### src/rtl/hood_pkg.sv
// Shared encodings for the range-hood mode controller: mode values, fan levels
// and the mode-to-fan mapping.
package hood_pkg;

  localparam logic [2:0] MODE_OFF       = 3'd0;
  localparam logic [2:0] MODE_STANDBY   = 3'd1;
  localparam logic [2:0] MODE_MENU      = 3'd2;
  localparam logic [2:0] MODE_LVL1      = 3'd3;
  localparam logic [2:0] MODE_LVL2      = 3'd4;
  localparam logic [2:0] MODE_LVL3      = 3'd5;
  localparam logic [2:0] MODE_EXIT_WAIT = 3'd6;
  localparam logic [2:0] MODE_CLEAN     = 3'd7;

  typedef enum logic [2:0] {
    ST_OFF       = MODE_OFF,
    ST_STANDBY   = MODE_STANDBY,
    ST_MENU      = MODE_MENU,
    ST_LVL1      = MODE_LVL1,
    ST_LVL2      = MODE_LVL2,
    ST_LVL3      = MODE_LVL3,
    ST_EXIT_WAIT = MODE_EXIT_WAIT,
    ST_CLEAN     = MODE_CLEAN
  } hood_state_e;

  localparam logic [1:0] FAN_OFF = 2'd0;
  localparam logic [1:0] FAN_L1  = 2'd1;
  localparam logic [1:0] FAN_L2  = 2'd2;
  localparam logic [1:0] FAN_L3  = 2'd3;

  function automatic logic [1:0] fan_for_state(input hood_state_e s);
    logic [1:0] f;
    case (s)
      ST_LVL1: f = FAN_L1;
      ST_LVL2: f = FAN_L2;
      ST_LVL3: f = FAN_L3;
      default: f = FAN_OFF;
    endcase
    return f;
  endfunction

endpackage

### src/rtl/second_tick_gen.sv
// One-second strobe generator: a prescaler that wraps every TICKS_PER_SEC
// cycles and restarts from zero whenever clear is asserted.
module second_tick_gen #(
  parameter int unsigned TICKS_PER_SEC = 100_000_000
) (
  input  logic clk,
  input  logic reset,
  input  logic clear,
  output logic tick
);

  localparam int unsigned PRESC_W = (TICKS_PER_SEC > 1) ? $clog2(TICKS_PER_SEC) : 1;
  localparam logic [PRESC_W-1:0] PRESC_MAX  = PRESC_W'(TICKS_PER_SEC - 1);
  localparam logic [PRESC_W-1:0] PRESC_ZERO = {PRESC_W{1'b0}};
  localparam logic [PRESC_W-1:0] PRESC_ONE  = PRESC_W'(1);

  logic [PRESC_W-1:0] presc_r;

  // Prescaler: restart on clear, otherwise count and wrap at the last cycle of a second
  always_ff @(posedge clk or posedge reset) begin
    if (reset) begin
      presc_r <= PRESC_ZERO;
    end else if (clear) begin
      presc_r <= PRESC_ZERO;
    end else if (presc_r == PRESC_MAX) begin
      presc_r <= PRESC_ZERO;
    end else begin
      presc_r <= presc_r + PRESC_ONE;
    end
  end

  assign tick = (presc_r == PRESC_MAX);

endmodule

### src/rtl/hood_mode_control.sv
// Range-hood operating-mode FSM: menu navigation, fan levels, the timed
// hurricane level with its exit wait, and timed self-clean.
module hood_mode_control
  import hood_pkg::*;
#(
  parameter int unsigned TICKS_PER_SEC = 100_000_000,
  parameter int unsigned HURRICANE_SEC = 60,
  parameter int unsigned CLEAN_SEC     = 180,
  parameter int unsigned CNT_W         = 8
) (
  input  logic             clk,
  input  logic             reset,
  input  logic             power_state,
  input  logic             menu_key,
  input  logic             lvl1_key,
  input  logic             lvl2_key,
  input  logic             lvl3_key,
  input  logic             clean_key,
  output logic [2:0]       mode,
  output logic [1:0]       fan_level,
  output logic [CNT_W-1:0] countdown,
  output logic             clean_done
);

  localparam logic [CNT_W-1:0] CNT_ZERO  = {CNT_W{1'b0}};
  localparam logic [CNT_W-1:0] CNT_ONE   = CNT_W'(1);
  localparam logic [CNT_W-1:0] CNT_HURR  = CNT_W'(HURRICANE_SEC);
  localparam logic [CNT_W-1:0] CNT_CLEAN = CNT_W'(CLEAN_SEC);

  hood_state_e      state_r;
  hood_state_e      state_next_s;
  logic [CNT_W-1:0] countdown_r;
  logic [CNT_W-1:0] countdown_next_s;
  logic             hurricane_used_r;
  logic             hurricane_used_next_s;
  logic [1:0]       fan_level_r;
  logic             clean_done_r;
  logic             clean_done_next_s;
  logic             tick_s;
  logic             state_change_s;
  logic             tick_due_s;

  // The prescaler restarts on every mode change so a fresh timed mode gets a full first second
  assign state_change_s = (state_next_s != state_r);
  assign tick_due_s     = tick_s && (countdown_r != CNT_ZERO);

  second_tick_gen #(
    .TICKS_PER_SEC(TICKS_PER_SEC)
  ) u_tick (
    .clk  (clk),
    .reset(reset),
    .clear(state_change_s),
    .tick (tick_s)
  );

  // Next-state, countdown and hurricane-limit logic; power loss overrides every key
  always_comb begin
    state_next_s          = state_r;
    countdown_next_s      = countdown_r;
    hurricane_used_next_s = hurricane_used_r;
    clean_done_next_s     = 1'b0;
    if (!power_state) begin
      state_next_s          = ST_OFF;
      countdown_next_s      = CNT_ZERO;
      hurricane_used_next_s = 1'b0;
    end else begin
      case (state_r)
        ST_OFF: state_next_s = ST_STANDBY;
        ST_STANDBY: begin
          if (menu_key) state_next_s = ST_MENU;
          else          state_next_s = ST_STANDBY;
        end
        ST_MENU: begin
          // A spent hurricane request counts as no key, so lower-priority keys still act
          if (menu_key) begin
            state_next_s = ST_STANDBY;
          end else if (lvl3_key && !hurricane_used_r) begin
            state_next_s          = ST_LVL3;
            countdown_next_s      = CNT_HURR;
            hurricane_used_next_s = 1'b1;
          end else if (lvl2_key) begin
            state_next_s = ST_LVL2;
          end else if (lvl1_key) begin
            state_next_s = ST_LVL1;
          end else if (clean_key) begin
            state_next_s     = ST_CLEAN;
            countdown_next_s = CNT_CLEAN;
          end else begin
            state_next_s = ST_MENU;
          end
        end
        ST_LVL1: begin
          if (menu_key)      state_next_s = ST_STANDBY;
          else if (lvl2_key) state_next_s = ST_LVL2;
          else               state_next_s = ST_LVL1;
        end
        ST_LVL2: begin
          if (menu_key)      state_next_s = ST_STANDBY;
          else if (lvl1_key) state_next_s = ST_LVL1;
          else               state_next_s = ST_LVL2;
        end
        ST_LVL3: begin
          if (menu_key) begin
            state_next_s     = ST_EXIT_WAIT;
            countdown_next_s = CNT_HURR;
          end else if (tick_due_s) begin
            countdown_next_s = countdown_r - CNT_ONE;
            if (countdown_r == CNT_ONE) state_next_s = ST_LVL2;
            else                        state_next_s = ST_LVL3;
          end else begin
            state_next_s = ST_LVL3;
          end
        end
        ST_EXIT_WAIT: begin
          if (tick_due_s) begin
            countdown_next_s = countdown_r - CNT_ONE;
            if (countdown_r == CNT_ONE) state_next_s = ST_STANDBY;
            else                        state_next_s = ST_EXIT_WAIT;
          end else begin
            state_next_s = ST_EXIT_WAIT;
          end
        end
        ST_CLEAN: begin
          if (tick_due_s) begin
            countdown_next_s = countdown_r - CNT_ONE;
            if (countdown_r == CNT_ONE) begin
              state_next_s      = ST_STANDBY;
              clean_done_next_s = 1'b1;
            end else begin
              state_next_s = ST_CLEAN;
            end
          end else begin
            state_next_s = ST_CLEAN;
          end
        end
        default: begin
          state_next_s     = ST_OFF;
          countdown_next_s = CNT_ZERO;
        end
      endcase
    end
  end

  // State and output registers
  always_ff @(posedge clk or posedge reset) begin
    if (reset) begin
      state_r          <= ST_OFF;
      countdown_r      <= CNT_ZERO;
      hurricane_used_r <= 1'b0;
      fan_level_r      <= FAN_OFF;
      clean_done_r     <= 1'b0;
    end else begin
      state_r          <= state_next_s;
      countdown_r      <= countdown_next_s;
      hurricane_used_r <= hurricane_used_next_s;
      fan_level_r      <= fan_for_state(state_next_s);
      clean_done_r     <= clean_done_next_s;
    end
  end

  assign mode       = state_r;
  assign fan_level  = fan_level_r;
  assign countdown  = countdown_r;
  assign clean_done = clean_done_r;

endmodule
### config.mk
export PLATFORM = sky130hd
export DESIGN_NAME = hood_mode_control
export DESIGN_NICKNAME = d
export VERILOG_FILES = /design/src/rtl/hood_pkg.sv /design/src/rtl/second_tick_gen.sv /design/src/rtl/hood_mode_control.sv
export SDC_FILE = /design/constraint.sdc
export NUM_CORES = 1
export LEC_CHECK = 0
export BUFFER_PORTS_ARGS = -buffer_cell sky130_fd_sc_hd__buf_4
export CAP_MARGIN = 20
export CORE_UTILIZATION = 25
export DETAILED_ROUTE_END_ITERATION = 10
export SLEW_MARGIN = 30
export SYNTH_ARGS = -nofsm -noshare
export SYNTH_HDL_FRONTEND = slang
export SYNTH_HIERARCHICAL = 1
export SYNTH_SLANG_ARGS = --single-unit
### constraint.sdc
create_clock -name clk -period 3.35 [get_ports clk]
set_input_delay 0.67 -clock clk [delete_from_list [all_inputs] [get_ports clk]]
set_output_delay 0.67 -clock clk [all_outputs]
set_load 0.1 [all_outputs]
==> results.yml <==
cells_and_area:
  diodes: 0
  final_util_pct: 30.40
  stdcell_count: 441
  layout_commonest_cell: "dfrtp_1"
  final_layout_size_suffix_gt1_share_pct: 17.21
  final_cell_mix: "42 x dfrtp_1, 32 x nor2_1, 26 x buf_4, 22 x a21oi_1, 20 x nand2_1"
  finalInstanceArea_um2: 2972
  fin_nets: 319
  area_growth_pct: 17.34
setup_path:
  critPathMaxFanout: 12
  start_kind: "flip-flop"
  worstPathArrival_ns: 3.23
  slowest_delay_ns: 0.45
  cp-end-kind: "flip-flop"
  crit_type: "flip-flop to flip-flop"
  cp_data_required_time_ns: 3.52
  crit_chain: "nor4b_1 > nand4_1 > nor3_2 > nand3b_1 > or3_2 > and2_1 > a32o_1 > o22ai_1 > inv_1 > o31ai_2 > buf_6 > a21oi_1"
  crit_path_top_delay_cell: "dfrtp_1"
grt:
  grt_overflow: 0
  antenna_found_initial: 0
  grt_pass1_wl_um: 10320
  grt_pass1_vias: 2167
  globalRouteTotalUtil_pct: 12.61
  grt_max_degree: 28
timing:
  final.setup.tns_ns: 0
  finClkSkew_ns: 0.006829
  worst_pin_slew_ns: 0.6380
  relSlewSlack_pct: 57.42
  hold_viol_final: 0
  drv_slew: 0
  rsz0062_at_grt: "false"
  period_needed_ns: 3.057
  finalCritPeriodShare_pct: 91.24
  setup_viol: 0
  timing.hold.ws_ns: 0.4416
  fmax_ghz: 0.3272
clocking:
  clock_tree.buffer_depth: 2
  cts_tree: "built"
  clk_pin_slew_ns: 0.08
  cts.sink_count: 42
  cts_buffers: 5
  clock_latency_ns: 0.30
  cts_max_level: 2
  root_buffer: "clkbuf_8"
  post_cts.repair.setup_buffers: 0
job:
  drv_cap: 0
routing:
  vias: 2276
  drc_errors: 0
  drt-met1-wl_um: 2995
  route.met2.wl_um: 2786
  dr.max_layer_used: "met4"
  wl_met3_um: 307
  wl_per_cell_um: 13.95
  wirelength_um: 6151
  drtIter0Drc: 110
  ant_nets: 0
  vias_per_cell: 5.161
  drtPass1Iterations: 4
synthesis:
  netlist_top_cells_area: "dfrtp_1 42%, nor2_1 4.7%, a21oi_1 4.3%, nand4_1 3.2%, nand2_1 3.0%"
  ys_types: 59
  yosys.area.top_type: "dfrtp_1"
  ys_seq_area_share_pct: 41.50
  yosys_warnings: 6
  async_reset_ff_share_pct: 100.0
  syn_avg_cell_area_um2: 8.980
  ys_ff_latch: 42
  synth.net_count: 294
  synth-main-ff-cell: "dfrtp_1"
  synth_edf_count: 0
  synth_top_area_share_pct: 41.50
  netlist_instances: 282
  syn-cell-area_um2: 2532
die:
  ios: 22
  start_util_pct: 25.91
  fp.coreArea_um2: 9774
  dieHeight_um: 102.6
  die_w_um: 102.6
  num_rows: 36
  fp.dieArea_um2: 10540
min_path:
  hp-class: "input pin to asynchronous set/reset pin"
pwr:
  ir_drop_v: 0.0001409
  powerDensity_nw_per_um2: 378.9
  p_leak_nw: 1.177
placement:
  placed_area_um2: 2843
  gp_congestion: 0.8463
  io_buffers: 21
  dpl.cell_count: 433
  dp_hpwl_um: 4345
run_status:
  status: "finished, final reports clean"
flip-flops by register name (all words and copies together), names as in the netlist:
signal	cells
countdown	8
hurricane_used_r	1
u_tick/presc_r	27
clean_done	1
fan_level	2
mode	3
kinds of logic (layout without fill, tap and decap cells):
kind of cell	Yosys count	after routing	share of synthesized area, %
fa+ha+maj	4	4	1.976
simple gates	124	124	27.27
flops	42	42	41.50
mux	1	1	0.3953
compound gates	73	73	19.12
buf+inv	23	49	4.545
xor+xnor	15	15	5.188
layer usage:
layer	up-vias	global-route usage, %
met5	-	0
met2	66	19.08
met1	1119	17.17
li1	1087	-
met4	0	5.604
met3	4	2.847
worst max-delay path: cells and delay by family (launching register included):
kind,cells,cell delay [ns]
AO/OA/AOI/OAI,4,0.63
buffers and inverters,2,0.32
flip-flops,1,0.45
AND/OR/NAND/NOR,6,1.54
through the flow:
step | setup slack [ns] | power (mW)
4_1_cts | 0.2128 | 1.140
3_5_place_dp | 0.2206 | 0.7276
2_1_floorplan | 0.1028 | 0.6784
5_1_grt | 0.004979 | 1.186
3_3_place_gp | 0.3022 | 0.7243
6_report | 0.2933 | 1.126
where the power goes:
group	total (mW)	switching, mW	internal, mW
Clock	0.405	0.183	0.223
Sequential	0.543	0.0216	0.521
Combinational	0.178	0.123	0.0554
worst paths after layout:
check / start / to / slack [ns] / depth (start not counted)
setup / recovery: u_tick/presc_r[17] / u_tick/presc_r[26] / 0.29 / 12
hold / removal: reset / u_tick/presc_r[23] / 0.44 / 2
setup reg to reg: u_tick/presc_r[17] / u_tick/presc_r[26] / 0.29 / 12
hold reg to reg: u_tick/presc_r[0] / u_tick/presc_r[0] / 0.49 / 1
max in group asynchronous: reset / clean_done / 2.47 / 2
min in group clk: u_tick/presc_r[0] / u_tick/presc_r[0] / 0.49 / 1
cells in the mapped netlist, drive strengths merged (5+ instances only):
library cell,number
nand3,6
inv,12
o21ai,16
or3,10
xnor2,8
nor2,32
buf,6
dfrtp,42
nand2,20
and2,5
xor2,7
a21oi,22
and4,5
o21a,6
nand4,13
nor3,9
area by class of cell:
| class | count | area (um^2) |
|---|---|---|
| multi-input combinational | 217 | 1378 |
| fill | 1035 | 6803 |
| timing repair buffer | 28 | 217.7 |
| inverter | 13 | 48.80 |
| sequential | 42 | 1051 |
| clock inverter | 2 | 37.54 |
| tap | 133 | 166.4 |
| clock buffer | 6 | 72.57 |
what timing repair did:
action                     in CTS  in global routing
setup endpoints to repair       0                 24
resized for setup               0                  4
hold buffers                    0                  0
Note: power is estimated with default switching activity, not from simulation.
